## config.mk

```make
export PLATFORM = sky130hd
export DESIGN_NAME = ifid_stage
export DESIGN_NICKNAME = d
export VERILOG_FILES = /design/src/rtl/ifid_stage.sv
export SDC_FILE = /design/constraint.sdc
export NUM_CORES = 1
export LEC_CHECK = 0
export CORE_AREA = 2 2 100 102
export DETAILED_ROUTE_END_ITERATION = 6
export DIE_AREA = 0 0 102 104
export PLACE_DENSITY = 0.83
export SLEW_MARGIN = 20
export SYNTH_ARGS = -nofsm -noshare
export SYNTH_HDL_FRONTEND = slang
export SYNTH_SLANG_ARGS = --single-unit
```

## constraint.sdc

```tcl
create_clock -name CLK -period 4.4 [get_ports CLK]
set_clock_uncertainty 0.15 [all_clocks]
set_input_delay 1.1 -clock CLK [delete_from_list [all_inputs] [get_ports CLK]]
set_output_delay 1.1 -clock CLK [all_outputs]
set_load 0.05 [all_outputs]
```

## src/rtl/ifid_stage.sv

```systemverilog
// IF/ID stage: latches fetched instr/pc/npc for decode; stall hold, flush.
// Define IFID_SKID_EN for a 2-entry skid buffer that decouples fetch_ready from stall.
package cpu_types_pkg;
  typedef logic [31:0] word_t;

  typedef struct packed {
    word_t instr;
    word_t pc;
    word_t npc;
  } ifid_t;
endpackage

module ifid_stage
  import cpu_types_pkg::*;
#(
  parameter word_t NOP_INSTR = 32'h0000_0000
) (
  input  logic       CLK,
  input  logic       RST,
  input  logic       ihit,
  input  word_t      imemload,
  input  word_t      pc_in,
  input  word_t      npc_in,
  input  logic       stall,
  input  logic       flush,
  output word_t      instr_out,
  output word_t      pc_out,
  output word_t      npc_out,
  output logic       valid_out,
  output logic       fetch_ready,
  output logic [1:0] count
);

`ifdef IFID_SKID_EN
  localparam int DEPTH = 2;
`else
  localparam int DEPTH = 1;
`endif

  localparam ifid_t EMPTY = '{
    instr: NOP_INSTR,
    pc:    '0,
    npc:   '0
  };

  ifid_t      r_q [DEPTH];
  logic [1:0] r_cnt;
  logic       r_valid;

  ifid_t      w_q [DEPTH];
  logic [1:0] w_pos;
  logic [1:0] w_cnt;
  logic       w_rdy;
  logic       w_enq;
  logic       w_deq;
  ifid_t      w_new;

`ifdef IFID_SKID_EN
  assign w_rdy = (r_cnt != 2'd2);
`else
  assign w_rdy = (r_cnt == 2'd0) || !stall;
`endif

  assign w_enq = ihit && w_rdy && !flush;
  assign w_deq = r_valid && !stall && !flush;
  assign w_new = '{instr: imemload, pc: pc_in, npc: npc_in};

  // Vacated slots are refilled with EMPTY so the head is always the output value.
  always_comb begin
    w_q   = r_q;
    w_pos = r_cnt;
    if (w_deq) begin
      for (int i = 0; i < DEPTH - 1; i++)
        w_q[i] = r_q[i+1];
      w_q[DEPTH-1] = EMPTY;
      w_pos = r_cnt - 2'd1;
    end
    if (w_enq) begin
      for (int i = 0; i < DEPTH; i++)
        if (w_pos == 2'(i))
          w_q[i] = w_new;
    end
    w_cnt = w_pos + 2'(w_enq);
    if (flush) begin
      w_cnt = 2'd0;
      for (int i = 0; i < DEPTH; i++)
        w_q[i] = EMPTY;
    end
  end

  always_ff @(posedge CLK) begin
    if (RST) begin
      r_cnt   <= 2'd0;
      r_valid <= 1'b0;
      for (int i = 0; i < DEPTH; i++)
        r_q[i] <= EMPTY;
    end else begin
      r_cnt   <= w_cnt;
      r_valid <= (w_cnt != 2'd0);
      for (int i = 0; i < DEPTH; i++)
        r_q[i] <= w_q[i];
    end
  end

  assign instr_out   = r_q[0].instr;
  assign pc_out      = r_q[0].pc;
  assign npc_out     = r_q[0].npc;
  assign valid_out   = r_valid;
  assign count       = r_cnt;
  assign fetch_ready = w_rdy;

endmodule
```

==> results.toml <==
[global_route]
grt_max_degree = 79
initial_antenna_violation_count = 0
grt_first_pass_wirelength_um = 17100
gr-total-overflow = 0
grt_pass1_vias = 3684
grt_usage_pct = 20.2

[clock_tree]
clk_pin_slew_ns = 0.08
cts.repair.resized = 0
root_buffer = "sky130_fd_sc_hd__clkbuf_8"
insertion_delay_ns = 0.35
cts_buffers = 9
cts_hold_buf = 0
cts_tree = "done"
ctsHtreeMaxLevel = 3
clock_sinks = 99
clock_tree.buffer_depth = 2
post_cts_buffers = 0

[synth]
netlist_area_sq_um = 3980
syn_inst = 439
yosysSeqAreaShare_pct = 49.8
synth-main-ff-cell = "sky130_fd_sc_hd__dfxtp_1"
synth_commonest_cells = "192 x sky130_fd_sc_hd__nand2_1, 99 x sky130_fd_sc_hd__dfxtp_1, 97 x sky130_fd_sc_hd__mux2i_1, 16 x sky130_fd_sc_hd__clkbuf_1, 10 x sky130_fd_sc_hd__buf_2"
avgSynthCellArea_sq_um = 9.06
mappedNetlistNets = 542
postSynth.asyncResetShare_pct = 0
synth_largest_type_area_fraction_pct = 49.8
synthDominantAreaCellType = "sky130_fd_sc_hd__dfxtp_1"
count_of_different_cell_masters_after_synthesis = 19
netlist_top_cells_area = "sky130_fd_sc_hd__dfxtp_1 50%, sky130_fd_sc_hd__mux2i_1 24%, sky130_fd_sc_hd__nand2_1 18%"
number_of_synthesized_register_bits = 99
post-synth-top-count-cell = "sky130_fd_sc_hd__nand2_1"
synth_edf_count = 0
synth.yosys.warnings = 0

[place]
post-dp-hpwl_um = 8090
globalplace.congestion = 0.740
dpl.cell_count = 748
place.port_buffers = 200

[routing]
remaining_drc_errors = 0
routed_wirelength_um = 10900
count_of_nets_left_with_antenna_violations_after_detail_routing = 0
initialDrtViolationCount = 86
number_of_optimization_iterations_in_the_first_detailed_route_pass = 6
route.vias.total = 3603
avgViaCountPerCell = 4.73
drt-wirelength-per-cell_um = 14.3

[layout]
final_cell_count_no_fill = 762
area.growth.synth_to_final_pct = 58.3
num_antenna_cells = 0
final.fill_count = 778
drive_above_1_share_pct = 4.13
nNetsFinal = 729

[timing]
report.final.setup_viol = 0
finalHoldWorstSlack_ns = 0.310
max_slew.worst_pin.slew_ns = 0.578
finalSetupTns_ns = 0
fin_crit_ns = 3.76
slew_headroom_pct = 61.3
max_freq_mhz = 266
finalHoldViolations = 0
drv_slew = 0
grt_setup_unrepaired = "no"
timing.final.crit_share_pct = 85.4

[floorplanning]
die-height_um = 104
core-area_sq_um = 9550
placement_rows = 36
start_util_pct = 41.7
io_pins = 201
die-width_um = 102
die-area_sq_um = 10600

[critical_path]
critPathSlowestCell = "sky130_fd_sc_hd__clkdlybuf4s50_1"
timing.critical_path.mode_cell = "sky130_fd_sc_hd__clkdlybuf4s50_1"
crit_path_max_incr_delay_ns = 0.81
path_max_fanout = 3
critical_path.startpoint_type = "primary input"
worstSetupPathType = "primary input to output pin"
crit_path_cell_trace = "clkdlybuf4s50_1 -> nand2b_1 -> clkdlybuf4s50_1"
timing.critical_path.arrival_ns = 2.51
crit_required_ns = 3.15
worstSetupEndpointType = "output pin"

[power_and_ir_drop]
p_leak_nw = 2.70
power.density_cell_area_nw_per_um2 = 298
cellInternalPower_mw = 1.39
share_seq_of_total_power_pct = 49.6
combPwrFrac_pct = 18.8
p_sw_share_pct = 26.0
clockPowerShare_pct = 31.6
vdd_ir_drop_max_mv = 0.176
p_switching_mw = 0.487

[run_status]
run_status = "complete, no violations"

[run]
drv.max_cap_violation_count = 0

[hold_path]
hp-class = "flop to flop"
==> power by group through the flow <==
stage	Clock [mW]	Sequential, mW	Combinational (mW)
final	0.592	0.930	0.352
after global routing	0.649	0.933	0.372
after CTS	0.616	0.930	0.355
after detailed placement	0	0.951	0.353
after global placement	0	0.950	0.349
after floorplan	0	1.03	0.115
==> worst max-delay path, delay by kind of cell <==
kind                   cells  cell delay, ns
and+or+nand+nor            1            0.12
buffers and inverters      2            1.29
==> final timing paths <==
| check | start | endpoint | slack (ns) | cells after the start |
|---|---|---|---|---|
| worst max-delay path | stall | fetch_ready | 0.64 | 3 |
| worst min-delay path | npc_out[20]$_SDFF_PP0_ | npc_out[20]$_SDFF_PP0_ | 0.31 | 2 |
| worst max register to register | count[0]$_SDFF_PP0_ | npc_out[7]$_SDFF_PP0_ | 2.13 | 6 |
| worst min register to register | npc_out[20]$_SDFF_PP0_ | npc_out[20]$_SDFF_PP0_ | 0.31 | 2 |
==> per-layer routing <==
metal / GRT usage (%) / wire length (um) / up-vias / part of all wire [%]
met4: 8.48 / 243 / 0 / 2.2
met5: 0 / 0 / - / 0
met1: 22.7 / 4400 / 1669 / 40
met3: 7.39 / 1120 / 21 / 10
met2: 34.1 / 5140 / 140 / 47
li1: - / - / 1773 / -
==> cell families after synthesis <==
family,after synthesis,share of synthesized area (%)
AOI/OAI and AO/OA,3,0.471
xor gates and xnor gates,2,0.440
adders and majority gates,2,0.629
buffers and inverters,35,4.56
DFF,99,49.8
muxes,97,24.4
and+or+nand+nor,201,19.7
==> state kept, by name, indices dropped and copies added (netlist names) <==
name       count
count          2
instr_out     32
npc_out       32
pc_out        32
valid_out      1
==> through the flow <==
stage / util [%] / setup slack [ns] / power, mW / area (sq um)
floorplan: - / 1.68 / 1.14 / 3980
global placement: 63.8 / 0.655 / 1.30 / 6100
detailed placement: 63.8 / 0.636 / 1.30 / 6100
CTS: 65.9 / 0.636 / 1.90 / 6300
global route: 65.9 / 0.589 / 1.95 / 6300
finish: 65.9 / 0.640 / 1.87 / 6300
==> placed cells by master (no fill, tap or decap) <==
master / instances
sky130_fd_sc_hd__a21oi_1: 1
sky130_fd_sc_hd__a21oi_4: 1
sky130_fd_sc_hd__and3_1: 1
sky130_fd_sc_hd__and3b_1: 1
sky130_fd_sc_hd__buf_12: 3
sky130_fd_sc_hd__buf_4: 4
sky130_fd_sc_hd__bufinv_16: 1
sky130_fd_sc_hd__clkbuf_8: 12
sky130_fd_sc_hd__clkdlybuf4s50_1: 200
sky130_fd_sc_hd__clkinv_2: 1
sky130_fd_sc_hd__dfxtp_1: 99
sky130_fd_sc_hd__ha_1: 2
sky130_fd_sc_hd__inv_1: 4
sky130_fd_sc_hd__mux2i_1: 97
sky130_fd_sc_hd__nand2_1: 192
sky130_fd_sc_hd__nand2b_1: 1
sky130_fd_sc_hd__nor2_1: 2
sky130_fd_sc_hd__nor2_4: 1
sky130_fd_sc_hd__nor3_1: 1
sky130_fd_sc_hd__nor3b_4: 1
sky130_fd_sc_hd__o21ai_4: 1
sky130_fd_sc_hd__or2_2: 1
sky130_fd_sc_hd__xnor2_1: 2
==> area by class of cell <==
cell class	count	area [sq um]	share of cell area, %
Multi-Input combinational cell	305	1840	29.2
Clock buffer	12	165	2.62
Clock inverter	2	35.0	0.556
Tap cell	133	166	2.64
Timing Repair Buffer	207	2090	33.2
Inverter	4	15.0	0.238
Sequential cell	99	1980	31.5
No activity file was read; power rests on OpenSTA's default activity.
